==> src/rtl/instruction_fetch_unit_pkg.sv <==
// instruction_fetch_unit_pkg: shared defaults and FSM encoding for the fetch stage
package instruction_fetch_unit_pkg;
  localparam int PC_W_DEF = 16;
  localparam int INSTR_W_DEF = 16;
  localparam logic [15:0] RESET_PC_DEF = 16'h0000;
  localparam int PC_STEP_DEF = 2;
  typedef enum logic {FETCH = 1'b0, HALTED = 1'b1} state_e;
endpackage

==> src/rtl/instruction_fetch_unit_fetch_queue.sv <==
// fetch_queue: 2-entry {pc, instr} FIFO with flush overriding push and pop
module fetch_queue
  import instruction_fetch_unit_pkg::*;
#(
  parameter int PC_W = PC_W_DEF,
  parameter int INSTR_W = INSTR_W_DEF
) (
  input  logic               clk,
  input  logic               rst_n,
  input  logic               push,
  input  logic [PC_W-1:0]    push_pc,
  input  logic [INSTR_W-1:0] push_instr,
  input  logic               pop,
  input  logic               flush,
  output logic [1:0]         count,
  output logic [PC_W-1:0]    head_pc,
  output logic [INSTR_W-1:0] head_instr
);
  logic [PC_W-1:0] pc0_q, pc0_d, pc1_q, pc1_d;
  logic [INSTR_W-1:0] in0_q, in0_d, in1_q, in1_d;
  logic [1:0] count_q, count_d, left;
  logic do_pop, do_push;
  always_comb begin
    do_pop = pop && count_q != 2'd0;
    left = count_q - {1'b0, do_pop};
    do_push = push && left != 2'd2;
    pc0_d = do_pop ? pc1_q : pc0_q;
    in0_d = do_pop ? in1_q : in0_q;
    pc1_d = pc1_q;
    in1_d = in1_q;
    if (do_push && left == 2'd0) begin
      pc0_d = push_pc;
      in0_d = push_instr;
    end
    if (do_push && left == 2'd1) begin
      pc1_d = push_pc;
      in1_d = push_instr;
    end
    count_d = flush ? 2'd0 : left + {1'b0, do_push};
  end
  always_ff @(posedge clk or negedge rst_n) begin
    if (!rst_n) begin
      pc0_q <= '0;
      pc1_q <= '0;
      in0_q <= '0;
      in1_q <= '0;
      count_q <= 2'd0;
    end else begin
      pc0_q <= pc0_d;
      pc1_q <= pc1_d;
      in0_q <= in0_d;
      in1_q <= in1_d;
      count_q <= count_d;
    end
  end
  assign count = count_q;
  assign head_pc = pc0_q;
  assign head_instr = in0_q;
endmodule

==> src/rtl/instruction_fetch_unit.sv <==
// instruction_fetch_unit: PC register, fetch/halt FSM and redirect handling feeding decode
module instruction_fetch_unit
  import instruction_fetch_unit_pkg::*;
#(
  parameter int PC_W = PC_W_DEF,
  parameter int INSTR_W = INSTR_W_DEF,
  parameter logic [PC_W-1:0] RESET_PC = PC_W'(RESET_PC_DEF),
  parameter int PC_STEP = PC_STEP_DEF
) (
  input  logic               clk,
  input  logic               rst_n,
  output logic [PC_W-1:0]    imem_pc,
  input  logic [INSTR_W-1:0] imem_instr,
  input  logic               redirect_valid,
  input  logic [PC_W-1:0]    redirect_pc,
  input  logic               halt_req,
  output logic               id_valid,
  input  logic               id_ready,
  output logic [INSTR_W-1:0] id_instr,
  output logic [PC_W-1:0]    id_pc,
  output logic               halted,
  output logic               align_err
);
  state_e state_q, state_d;
  logic [PC_W-1:0] pc_q, pc_d;
  logic align_err_q, align_err_d;
  logic [1:0] count;
  logic pop, fetch;
  always_comb begin
    pop = id_valid && id_ready;
    fetch = state_q == FETCH && !redirect_valid && !halt_req && (count != 2'd2 || pop);
    state_d = (halt_req && !redirect_valid) ? HALTED : FETCH;
    pc_d = redirect_valid ? {redirect_pc[PC_W-1:1], 1'b0} : fetch ? pc_q + PC_W'(PC_STEP) : pc_q;
    align_err_d = align_err_q || (redirect_valid && redirect_pc[0]);
  end
  always_ff @(posedge clk or negedge rst_n) begin
    if (!rst_n) begin
      state_q <= FETCH;
      pc_q <= RESET_PC;
      align_err_q <= 1'b0;
    end else begin
      state_q <= state_d;
      pc_q <= pc_d;
      align_err_q <= align_err_d;
    end
  end
  fetch_queue #(.PC_W(PC_W), .INSTR_W(INSTR_W)) u_queue (
    .clk(clk),
    .rst_n(rst_n),
    .push(fetch),
    .push_pc(pc_q),
    .push_instr(imem_instr),
    .pop(pop),
    .flush(redirect_valid),
    .count(count),
    .head_pc(id_pc),
    .head_instr(id_instr)
  );
  assign imem_pc = pc_q;
  assign id_valid = count != 2'd0;
  assign halted = state_q == HALTED;
  assign align_err = align_err_q;
endmodule

==> config.mk <==
export PLATFORM = sky130hd
export DESIGN_NAME = instruction_fetch_unit
export DESIGN_NICKNAME = d
export VERILOG_FILES = /design/src/rtl/instruction_fetch_unit_pkg.sv /design/src/rtl/instruction_fetch_unit_fetch_queue.sv /design/src/rtl/instruction_fetch_unit.sv
export SDC_FILE = /design/constraint.sdc
export NUM_CORES = 1
export LEC_CHECK = 0
export CAP_MARGIN = 5
export CORE_MARGIN = 1
export CORE_UTILIZATION = 45
export CTS_CLUSTER_SIZE = 10
export DETAILED_ROUTE_END_ITERATION = 8
export HOLD_SLACK_MARGIN = 0.02
export PLACE_DENSITY = 0.84
export SLEW_MARGIN = 20
export SYNTH_ARGS = -nofsm -noshare
export SYNTH_HDL_FRONTEND = slang
export SYNTH_SLANG_ARGS = --single-unit
==> constraint.sdc <==
create_clock -name clk -period 2.58 [get_ports clk]
set_input_delay 0.387 -clock clk [delete_from_list [all_inputs] [get_ports clk]]
set_output_delay 0.387 -clock clk [all_outputs]
set_load 0.01 [all_outputs]
* Word-level counts from Yosys, hierarchy flattened
Index checks and enable logic that the tools add are counted.
W data, S select, Z words.
** Word-level totals
- Output and inout port bits :: 51
- Logic and storage cells :: 41
- Input bits :: 37
- Register bits :: 84
** Cells by class
- $add $sub $neg :: 3
- Multiplexer cells :: 8
- Bitwise logic cells :: 1
- Reductions and logical operators :: 18
- Eq/ne operators :: 3
** Operators by type and width (number)
- $mux W16 :: 6
- $add A16 B2 Y16 const B :: 1
- $logic_and A1 B1 Y1 :: 10
- $reduce_bool A2 Y1 :: 3
- $ne A2 B2 Y1 const B :: 2
- $add A2 B1 Y2 :: 1
- $eq A2 B1 Y1 const B :: 1
- $logic_not A1 Y1 :: 2
- $logic_not A2 Y1 :: 1
- $logic_or A1 B1 Y1 :: 2
- $mux W2 :: 1
- $sub A2 B1 Y2 :: 1
- $mux W1 :: 1
- $not A1 Y1 :: 1

* Longest topological paths before layout
Gate-level depths: netlist of the first run.
- Depth after elaboration :: 8
- Depth in mapped cells :: 10
- Gate-level depth less buffers :: 7

* Modules after synthesis
From an unflattened synthesis of the first run, not the netlist that was laid out.
** Second synthesis, totals
- Cell total of the unflattened synthesis :: 363
- Area total of the unflattened synthesis :: 3816.2 µm²
** Modules (own cells, without submodules)
- fetch_queue :: area an instance 2785.2 µm², seq. area each 1651.6 µm², cells an instance 255, instances 1
- instruction_fetch_unit :: area an instance 1031.0 µm², seq. area each 425.4 µm², cells an instance 108, instances 1

* Least setup slack after synthesis of the first run
Ideal clock, no wire load.
- Path kind :: flip-flop to flip-flop
- Start point :: register u_queue.count_q[1] (netlist: u_queue.count[1])
- End point :: register u_queue.in1_q[0]
- Setup time :: 0.125 ns
- Setup slack :: 0.021 ns
- Period minus slack after synthesis :: 2.559 ns
- Arrival :: 2.434 ns
- Required time :: 2.455 ns
- Buffers on the path :: 3
- Cell stages (with the launch flop) :: 10
- Cell sequence :: dfrtp_1 or2_2 nand2_1 buf_2 inv_1 ha_1 or3_1 buf_6 buf_6 mux2_4
** On the way
- Word-level cells in the longest chain between the ends :: 7
- Elaborated cells on any way between the ends :: 11
- Those cells by class :: add/sub: 1; eq/ne: 3; reduce/logical: 7
** Ends and longest elaborated chain
- from (decl) :: line instruction_fetch_unit_fetch_queue.sv:21 : logic [1:0] count_q, count_d, left;
- from (signal assigned) :: line instruction_fetch_unit_fetch_queue.sv:53 : count_q <= count_d;
- $reduce_bool A2 Y1 * :: line instruction_fetch_unit.sv:60 : assign id_valid = count != 2'd0;
- via id_valid :: line instruction_fetch_unit.sv:17 : output logic id_valid,
- $logic_and A1 B1 Y1 :: line instruction_fetch_unit.sv:30 : pop = id_valid && id_ready;
- $logic_and A1 B1 Y1 :: line instruction_fetch_unit_fetch_queue.sv:24 : do_pop = pop && count_q != 2'd0;
- $sub A2 B1 Y2 :: line instruction_fetch_unit_fetch_queue.sv:25 : left = count_q - {1'b0, do_pop};
- $ne A2 B2 Y1 :: line instruction_fetch_unit_fetch_queue.sv:26 : do_push = push && left != 2'd2;
- $logic_and A1 B1 Y1 :: line instruction_fetch_unit_fetch_queue.sv:26
- $logic_and A1 B1 Y1 * :: line instruction_fetch_unit_fetch_queue.sv:35 : if (do_push && left == 2'd1) begin
- to (signal assigned) :: line instruction_fetch_unit_fetch_queue.sv:52 : in1_q <= in1_d;
- to (decl) :: line instruction_fetch_unit_fetch_queue.sv:20 : logic [INSTR_W-1:0] in0_q, in0_d, in1_q, in1_d;
The timed path passes the listed nets; every way through them passes the cells marked *.
A chain may end at the register's enable or synchronous reset.

* Final worst setup path of the first run
- Start point :: register u_queue.count_q[1] (netlist: u_queue.count[1])
- End point :: register u_queue.in1_q[6]
** On the way
- Word-level cells in the longest chain between the ends :: 7
- Elaborated cells on any way between the ends :: 11
- Those cells by class :: add/sub: 1; eq/ne: 3; reduce/logical: 7
** Ends and longest elaborated chain (line)
- $reduce_bool A2 Y1 :: instruction_fetch_unit_fetch_queue.sv:24, instruction_fetch_unit.sv:60
- $logic_and A1 B1 Y1 :: instruction_fetch_unit.sv:30
- $logic_and A1 B1 Y1 :: instruction_fetch_unit_fetch_queue.sv:24
- $sub A2 B1 Y2 :: instruction_fetch_unit_fetch_queue.sv:25
- $ne A2 B2 Y1 :: instruction_fetch_unit_fetch_queue.sv:26
- $logic_and A1 B1 Y1 :: instruction_fetch_unit_fetch_queue.sv:26
- $logic_and A1 B1 Y1 * :: instruction_fetch_unit_fetch_queue.sv:35
Every way passes the cells marked *; elsewhere a longest branch is shown, timed or not.

==> results of run 1 <==
==> sequential cells by signal, summed over array words and instances (netlist names) <==
register and count:
u_queue.head_instr 16, u_queue.in1_q 16, imem_pc 15, u_queue.head_pc 15, u_queue.pc1_q 15, u_queue.count 2
align_err 1, halted 1
==> cell usage after synthesis (4+ instances only) <==
master	number
nor2_1	39
nand2_1	13
and3_1	4
nand3_1	7
o311ai_0	6
buf_6	4
mux2_4	29
inv_1	8
clkbuf_1	14
dfrtp_1	81
mux2i_1	32
a31oi_1	5
nand4_1	4
a21oi_1	33
a221o_1	8
==> per-layer routing <==
layer | GRT usage [%] | vias up
li1 | - | 1337
met5 | 0 | -
met3 | 3.88 | 16
met4 | 9.74 | 0
met2 | 31.3 | 92
met1 | 26.8 | 1393
==> worst min path at each step <==
stage / start / endpoint / slack [ns] / depth (start not counted)
floorplan: rst_n / align_err / 0.09 / 0
global placement: align_err / align_err / 0.44 / 1
detailed placement: align_err / align_err / 0.45 / 1
CTS: rst_n / u_queue.head_pc[8] / 0.22 / 1
global route: rst_n / u_queue.head_pc[8] / 0.11 / 1
finish: rst_n / u_queue.head_pc[8] / 0.04 / 1
==> through the flow <==
| step | setup WS, ns | hold WS (ns) | cell area (um2) | power, W |
|---|---|---|---|---|
| global route | 0.172 | 0.105 | 4950 | 0.00530 |
| finish | 0.223 | 0.0393 | 4950 | 0.00498 |
| global placement | 0.172 | 0.443 | 4760 | 0.00407 |
| floorplan | 0.0211 | 0.0914 | 3830 | 0.00327 |
| detailed placement | 0.128 | 0.448 | 4760 | 0.00416 |
| CTS | 0.225 | 0.222 | 4950 | 0.00504 |
==> power groups by stage <==
stage,sequential (W),clock (W),combinational (W)
2_1_floorplan,0.00220,0,0.00107
6_report,0.00213,0.000852,0.00199
5_1_grt,0.00220,0.000937,0.00217
3_5_place_dp,0.00215,0,0.00201
4_1_cts,0.00214,0.000882,0.00202
3_3_place_gp,0.00213,0,0.00194
==> critical path, delay by kind of cell, from the launching register on <==
family | cells | cell delay (ns)
buffers and inverters | 2 | 0.24
flip-flops | 1 | 0.42
AND/OR/NAND/NOR | 3 | 0.93
multiplexers | 1 | 0.32
adder cells (fa/ha/maj) | 1 | 0.31
==> layout make-up <==
class	instances	area [um2]
Clock inverter	7	60.1
Sequential cell	81	2030
Timing Repair Buffer	94	932
Fill cell	667	3260
Inverter	8	30.0
Clock buffer	9	124
Tap cell	105	131
Multi-Input combinational cell	215	1650
==> cell families (layout without fill, tap and decap cells) <==
family                   count (synthesis)  in the layout  synth area share [%]
AND/OR/NAND/NOR                         85             85                  10.8
flip-flops                              81             81                  52.9
multiplexers                            64             64                  20.6
AO/OA/AOI/OAI                           61             61                  10.4
buffers and inverters                   32            118                  4.22
adder cells (fa/ha/maj)                  2              2                 0.653
other                                    1              2                0.0979
XOR/XNOR                                 1              1                 0.229
==> metrics.md, run 1 <==
| Metric | Value |
|---|---|
| Max-cap violations | 0 |
| CTS tree | built |
| Area of the mapped netlist | 3830 um2 |
| Core Area | 8220 um2 |
| Cell Pwr Density | 1010 nW/um2 |
| Top FF cell, synth | dfrtp_1 |
| Hold_buf cts | 0 |
| Critical Path RT | 2.81 ns |
| Max-slew violations | 0 |
| Metal3 WL | 409 um |
| Top post-synthesis cells by area | dfrtp_1, mux2_4, mux2i_1 |
| Total global routing overflow | 0 |
| Cells after synthesis | 327 |
| IO Pins | 88 |
| Worst Reg-to-Reg Cells | 7 |
| Worst Clk Skew | 0.0116 ns |
| Async SR Flop Fraction | 100% |
| Layout area overhead | 29.3% |
| Most frequent cells in the layout | clkdlybuf4s50_1, dfrtp_1, nor2_1 |
| Critical path class | reg2reg |
| Hpwl dp | 5630 um |
| Origin of the critical flop-to-flop path | u_queue.count[1] |
| Leak Pwr | 2.36 nW |
| RSZ-0062 raised after global routing | false |
| Peak supply drop | 0.564 mV |
| CTS resizes | 0 |
| Worst r2r dst | u_queue.in1_q[6] |
| CTS Buffer Depth | 2 |
| Post-route DRC | 0 |
| Crit path launch type | flop |
| Pre-antenna DRT Iters | 4 |
| H-tree depth | 3 |
| Number of synthesized flops with an enable pin | 0 |
| Maximum clock frequency | 424 MHz |
| Post-route ant nets | 0 |
| Seq/Total Area, Yosys | 52.9% |
| Final-report hold violation count | 0 |
| Vias in the first global route | 2850 |
| Worst setup path end | u_queue.in1_q[6] |
| Full die area | 8880 um2 |
| Metal1 wirelength | 3680 um |
| Clock Sinks | 81 |
| CP max stage delay | 0.54 ns |
| Routed wl met2 | 4070 um |
| Status | finished, final reports clean |
| Reg2reg setup slack | 0.22 ns |
| CP arrival | 2.58 ns |
| Clk Latency, worst-skew pair | 0.35 ns |
| Setup Buffers After CTS | 0 |
| Post-synth top area share | 52.9% |
| Internal Power | 0.00338 W |
| Slew margin rel. | 51.2% |
| Post-synthesis register bit count | 81 |
| Total wire length | 8320 um |
| Sequential share of power | 42.9% |
| Top Layer Used | met4 |
| Worst hold-check path type | in2async |
| Initial antenna violation count | 0 |
| Initial Utilization | 46.6% |
| CTS buffer count | 9 |
| Period minus WS final | 2.36 ns |
| Cell Count, Final, Fillers Out | 519 |
| GRT Util Overall | 20.1% |
| Layout Utilization | 60.3% |
| Ys Warns | 0 |
| CTS clock-pin slew for the worst setup and hold paths | 0.09 ns |
| Placed cells | 503 |
| Crit-path cells | or2_2, nand2_2, inv_1, ha_1, or3_2, buf_12, mux2_4 |
| Fin crit share | 91.4% |
| First-iteration detailed-routing DRC count | 240 |
| Psw | 0.00160 W |
| Vias per cell | 5.47 |
| Die X | 94.2 um |
| Worst setup EP type | flop |
| Netlist cell types | 42 |
| Final setup fails | 0 |
| Switching Fraction | 32.1% |
| Nets | 448 |
| Via count | 2838 |
| Clock root cell | clkbuf_8 |
| IO buf count | 85 |
| N_diodes | 0 |
| Largest net degree at the start of global routing | 82 |
| Die height | 94.2 um |
| Syn_area_per_cell | 11.7 um2 |
| Synth area leader | dfrtp_1 |
| Global-route wire length before repair | 13800 um |
| Layout cells sized above 1 | 15.5% |
| Actual slew at the worst max-slew pin | 0.732 ns |
| Crit path launch | u_queue.count[1] |
| Total negative slack | 0 ns |
| Routed WL per cell | 16.0 um |
| Comb power frac | 40.0% |
| Commonest non-fill, non-tap cell in the layout | clkdlybuf4s50_1 |
| Critical path fanouts, max | 27 |
| Crit-path slowest cell | or3_2 |
| Clock share of power | 17.1% |
| Row Count | 33 |
| GPL Wtd Cong | 0.839 |
(Power assumes the default switching activity.)
==> run 2, diff against run 1 <==
--- a/config.mk
+++ b/config.mk
@@ -5,9 +5,11 @@
 export SDC_FILE = /design/constraint.sdc
 export NUM_CORES = 1
 export LEC_CHECK = 0
+export ABC_AREA = 1
 export CAP_MARGIN = 5
 export CORE_MARGIN = 1
-export CORE_UTILIZATION = 45
+export CORE_UTILIZATION = 46
+export CTS_CLUSTER_DIAMETER = 60
 export CTS_CLUSTER_SIZE = 10
 export DETAILED_ROUTE_END_ITERATION = 8
 export HOLD_SLACK_MARGIN = 0.02
==> run 2 against run 1 <==
First-iteration DRC count is 28% higher. Area after synthesis is 9.4% higher. Sequential power hardly changed. Fmax is 12% higher. Power is 4.5% higher. Combinational power is 16% higher.
==> metrics.md, run 2 <==
| Metric | Value |
|---|---|
| Status | finished, final reports clean |
| Initial Utilization | 47.8% |
| Psw | 0.00203 W |
| Number of synthesized flops with an enable pin | 0 |
| Initial antenna violation count | 0 |
| Row Count | 34 |
| Max-slew violations | 0 |
| Fin crit share | 81.8% |
| CTS buffer count | 9 |
| CP arrival | 2.38 ns |
| GRT Util Overall | 23.0% |
| Largest net degree at the start of global routing | 64 |
| Via count | 3984 |
| Slew margin rel. | 54.4% |
| Crit-path cells | inv_2, nand2_1, nand2_1, inv_2, ha_1, buf_4, inv_1, nand3_2, buf_12, nand2_1, o21ai_1 |
| Critical Path RT | 2.85 ns |
| Clk Latency, worst-skew pair | 0.35 ns |
| Core Area | 8760 um2 |
| Final setup fails | 0 |
| Metal1 wirelength | 4680 um |
| Placed cells | 730 |
| Worst setup EP type | flop |
| Total global routing overflow | 0 |
| Total negative slack | 0 ns |
| Reg2reg setup slack | 0.47 ns |
| Top Layer Used | met4 |
| Cell Pwr Density | 988 nW/um2 |
| Peak supply drop | 0.582 mV |
| Internal Power | 0.00317 W |
| Total Power | 0.00521 W |
| Synth area leader | dfrtp_1 |
| Metal3 WL | 602 um |
| H-tree depth | 3 |
| Leak Pwr | 2.68 nW |
| First-iteration detailed-routing DRC count | 306 |
| Vias in the first global route | 3741 |
| Synth top cells by count | nand2_1, dfrtp_1, nand3_1 |
| Netlist cell types | 26 |
| Routed wl met2 | 5010 um |
| Post-synth top area share | 48.4% |
| Area of the mapped netlist | 4190 um2 |
| Die height | 97.4 um |
| IO buf count | 85 |
| Layout cells sized above 1 | 5.80% |
| Crit path launch type | flop |
| N_diodes | 0 |
| Commonest non-fill, non-tap cell in the layout | nand2_1 |
| Total wire length | 10500 um |
| CP dominant cell by count | nand2_1 |
| GPL Wtd Cong | 0.909 |
| Top FF cell, synth | dfrtp_1 |
| CTS resizes | 0 |
| Worst Clk Skew | 0.0104 ns |
| Async SR Flop Fraction | 100% |
| Worst hold-check path type | in2async |
| Ys Warns | 0 |
| Actual slew at the worst max-slew pin | 0.685 ns |
| Hold_buf cts | 0 |
| Clock Sinks | 81 |
| Setup Buffers After CTS | 0 |
| Clock root cell | clkbuf_8 |
| Pre-antenna DRT Iters | 5 |
| Post-route ant nets | 0 |
| Cell Count, Final, Fillers Out | 746 |
| Die X | 97.4 um |
| Critical path fanouts, max | 63 |
| Vias per cell | 5.34 |
| Critical path class | reg2reg |
| WP buf/inv | 5 |
| Most frequent cells in the layout | nand2_1, clkdlybuf4s50_1, dfrtp_1 |
| Full die area | 9490 um2 |
| RSZ-0062 raised after global routing | false |
| Syn_area_per_cell | 7.48 um2 |
| Global-route wire length before repair | 17900 um |
| CP max stage delay | 0.43 ns |
| Final-report hold violation count | 0 |
| Fillcell total | 752 |
| Comb power frac | 44.2% |
| Period minus WS final | 2.11 ns |
| Hpwl dp | 7160 um |
| Layout area overhead | 25.8% |
| IO Pins | 88 |
| Clock share of power | 15.4% |
| Routed WL per cell | 14.1 um |
| Max-cap violations | 0 |
| Sequential share of power | 40.3% |
| Maximum clock frequency | 474 MHz |
| Worst hold slack | 0.0722 ns |
| Seq/Total Area, Yosys | 48.4% |
| Post-synthesis register bit count | 81 |
| Post-route DRC | 0 |
| Cells after synthesis | 560 |
| Most instantiated library cell after synthesis | nand2_1 |
| CP top delay family | buffers and inverters |
| CTS tree | built |
| CTS clock-pin slew for the worst setup and hold paths | 0.08 ns |
| Crit-path slowest cell | dfrtp_1 |
| Switching Fraction | 39.0% |
| Top post-synthesis cells by area | dfrtp_1, nand2_1, nand3_1 |
| CTS Buffer Depth | 2 |
| Nets | 672 |
run 2: logic make-up (layout without fill, tap and decap cells):
logic type      Yosys count  in the layout  share of synthesized area (%)
compound gates           40             40                           4.90
buf+inv                  85            162                           9.44
flops                    81             81                           48.4
simple gates            350            350                           36.4
other cells               1              2                         0.0895
xor+xnor                  1              1                          0.209
fa+ha+maj                 2              2                          0.597
run 2: worst paths after layout:
check / startpoint / endpoint / cells after the start
worst max-delay path: u_queue.count[1] / u_queue.in1_q[0] / 11
worst min-delay path: rst_n / align_err / 1
worst max register to register: u_queue.count[1] / u_queue.in1_q[0] / 11
worst min register to register: align_err / align_err / 1
max in group asynchronous: rst_n / u_queue.head_pc[4] / 2
min in group clk: align_err / align_err / 1
run 2: metrics by stage:
step           area [um2]  util, %  worst slack (ns)
5_1_grt              5270     60.1             0.233
3_3_place_gp         5110     58.3             0.295
2_1_floorplan        4190        -             0.435
3_5_place_dp         5110     58.3             0.203
6_report             5270     60.1             0.469
4_1_cts              5270     60.1             0.491
run 2: power groups by stage:
stage | Sequential, W | Clock (W) | Combinational [W]
after floorplan | 0.00219 | 0 | 0.00122
after global placement | 0.00210 | 0 | 0.00221
after detailed placement | 0.00211 | 0 | 0.00229
after CTS | 0.00209 | 0.000819 | 0.00231
after global routing | 0.00216 | 0.000869 | 0.00257
final | 0.00210 | 0.000803 | 0.00230
run 2: layout make-up:
type                            count  area [um2]  area share (%)
Clock buffer                       11         131            2.49
Clock inverter                      5        32.5           0.617
Inverter                           50         188            3.56
Multi-Input combinational cell    395        1780            33.7
Sequential cell                    81        2030            38.5
Tap cell                          108         135            2.56
Timing Repair Buffer               96         981            18.6
run 2: per-layer routing:
layer  vias to the layer above  track usage [%]
li1                       1936                -
met1                      1884             32.0
met2                       145             36.0
met3                        19             3.53
met4                         0             9.62
met5                         -                0
==> run 3, diff against run 2 <==
--- a/config.mk
+++ b/config.mk
@@ -8,12 +8,12 @@
 export ABC_AREA = 1
 export CAP_MARGIN = 5
 export CORE_MARGIN = 1
-export CORE_UTILIZATION = 46
+export CORE_UTILIZATION = 50
 export CTS_CLUSTER_DIAMETER = 60
 export CTS_CLUSTER_SIZE = 10
 export DETAILED_ROUTE_END_ITERATION = 8
 export HOLD_SLACK_MARGIN = 0.02
-export PLACE_DENSITY = 0.84
+export PLACE_DENSITY = 0.86
 export SLEW_MARGIN = 20
 export SYNTH_ARGS = -nofsm -noshare
 export SYNTH_HDL_FRONTEND = slang
==> constraint.sdc (replaced) <==
create_clock -name clk -period 2.21 [get_ports clk]
set_input_delay 0.3315 -clock clk [delete_from_list [all_inputs] [get_ports clk]]
set_output_delay 0.3315 -clock clk [all_outputs]
set_load 0.01 [all_outputs]
==> run 3 against run 2 <==
Routed wire length up 2.8%. Clock power grew 96%. Sequential power grew 17%. Largest power group unchanged. Fmax increased by 5.5%. Final cell count grew 0.27%. Highest routed layer unchanged. Sequential share of layout area is 1.0 points lower. Worst setup slack worse by 0.26 ns. Clock skew up 0.00086 ns. First-iteration DRC count is 3.9% higher.
==> metrics.md, run 3 (synthesis results as in run 2) <==
| Metric | Value |
|---|---|
| Final setup fails | 0 |
| Core Area | 8180 um2 |
| Origin of the critical flop-to-flop path | u_queue.count[1] |
| Crit path launch type | flop |
| Worst hold-check path type | reg2reg |
| Layout cells sized above 1 | 6.69% |
| Placed cells | 731 |
| Peak supply drop | 0.538 mV |
| RSZ-0062 raised after global routing | false |
| Status | finished, final reports clean |
| Fin crit share | 90.5% |
| CTS Buffer Depth | 2 |
| GRT Util Overall | 26.5% |
| Vias per cell | 5.42 |
| GPL Wtd Cong | 0.858 |
| Worst r2r dst | u_queue.pc1_q[10] |
| Global-route wire length before repair | 18100 um |
| Post-route DRC | 0 |
| Full die area | 8750 um2 |
| Row Count | 33 |
| Die X | 93.5 um |
| Min setup slack post-route | 0.210 ns |
| CTS resizes | 0 |
| CTS tree | built |
| Pre-CTS WS | 0.0109 ns |
| Cell Count, Final, Fillers Out | 748 |
| N_diodes | 0 |
| Leak Pwr | 2.76 nW |
| Multi-input gate area | 1780 um2 |
| Layout area overhead | 29.3% |
| Initial antenna violation count | 0 |
| Pre-antenna DRT Iters | 6 |
| Final instance area | 5420 um2 |
| First-iteration detailed-routing DRC count | 318 |
| Crit path launch | u_queue.count[1] |
| Routed WL per cell | 14.5 um |
| Fillcell total | 689 |
| Clock Sinks | 81 |
| Final-report hold violation count | 0 |
| Setup Buffers After CTS | 0 |
| Cell Pwr Density | 1250 nW/um2 |
| Maximum clock frequency | 500 MHz |
| Slew margin rel. | 62.5% |
| Total global routing overflow | 0 |
| Placement Cell Area | 5110 um2 |
| Worst Reg-to-Reg Cells | 10 |
| Worst Clk Skew | 0.0112 ns |
| Via count | 4052 |
| Hold_buf cts | 1 |
| Critical Path RT | 2.47 ns |
| Initial Utilization | 51.2% |
| CTS clock-pin slew for the worst setup and hold paths | 0.09 ns |
| Actual slew at the worst max-slew pin | 0.562 ns |
| CTS buffer count | 9 |
| Largest net degree at the start of global routing | 43 |
| H-tree depth | 3 |
| Sequential Area | 2030 um2 |
| Worst setup path end | u_queue.pc1_q[10] |
| Hpwl dp | 7410 um |
| Period minus WS final | 2.00 ns |
| IO buf count | 85 |
| Reg2reg setup slack | 0.21 ns |
| Max-cap violations | 0 |
| Critical path class | reg2reg |
| IO Pins | 88 |
| Worst hold slack | 0.458 ns |
| Post-route ant nets | 0 |
| Total wire length | 10800 um |
| Vias in the first global route | 3838 |
| Max-slew violations | 0 |
| Clock root cell | clkbuf_8 |
| Die height | 93.5 um |
| Clk Latency, worst-skew pair | 0.35 ns |
| Nets | 677 |
| Commonest non-fill, non-tap cell in the layout | nand2_1 |
| Total negative slack | 0 ns |
| Critical path fanouts, max | 41 |
| CP arrival | 2.26 ns |
| Worst setup EP type | flop |
| Most frequent cells in the layout | nand2_1, clkdlybuf4s50_1, dfrtp_1 |
## run 3: changes by cell type in the layout (fill, tap and decap cells not counted)
| cell | change |
|---|---|
| dlygate4sd3_1 | +1 |
| buf_4 | +6 |
| bufinv_16 | +5 |
| inv_8 | +1 |
| clkbuf_8 | +1 |
| buf_12 | -2 |
| clkbuf_1 | -2 |
| clkinv_2 | -2 |
| clkinvlp_4 | -3 |
## run 3: final cells by class
type,count,area share (%)
Inverter,50,3.47
Sequential cell,81,37.4
Clock buffer,10,2.54
Tap cell,105,2.43
Timing Repair Buffer,101,18.4
Clock inverter,6,2.98
Multi-Input combinational cell,395,32.8
## run 3: how the worst min path moves through the flow
stage,start,endpoint,slack [ns],cells past startpoint
floorplan,rst_n,align_err,0.04,0
detailed placement,rst_n,imem_pc[14],0.36,1
finish,align_err,align_err,0.46,1
CTS,align_err,align_err,0.46,1
global route,align_err,align_err,0.51,1
global placement,rst_n,align_err,0.35,1
## run 3: routing by layer
layer	part of all wire [%]	GRT usage, %	routed length, um
met3	5.5	3.98	597
met5	0	0	0
met2	48	41.9	5180
met4	1.7	9.74	187
met1	45	36.9	4870
## run 3: per-stage QoR
stage	power, W	util, %
2_1_floorplan	0.00397	-
3_3_place_gp	0.00505	62.5
3_5_place_dp	0.00517	62.5
4_1_cts	0.00676	66.3
5_1_grt	0.00721	66.3
6_report	0.00674	66.3
## run 3: worst max-delay path: stages, from the launching register on
cell and delay, ns:
dfrtp_1 0.43, inv_2 0.07, nand2_1 0.07, nand2_1 0.10, inv_2 0.05, ha_1 0.38, inv_1 0.10, nand3_2 0.09
buf_4 0.37, nand2_1 0.11, o21ai_1 0.13
## run 3: power by group
| group | internal, W | leakage, nW | switching [W] |
|---|---|---|---|
| sequential | 0.00208 | 0.998 | 0.000381 |
| combinational | 0.00122 | 1.62 | 0.00149 |
| clock | 0.00102 | 0.149 | 0.000555 |
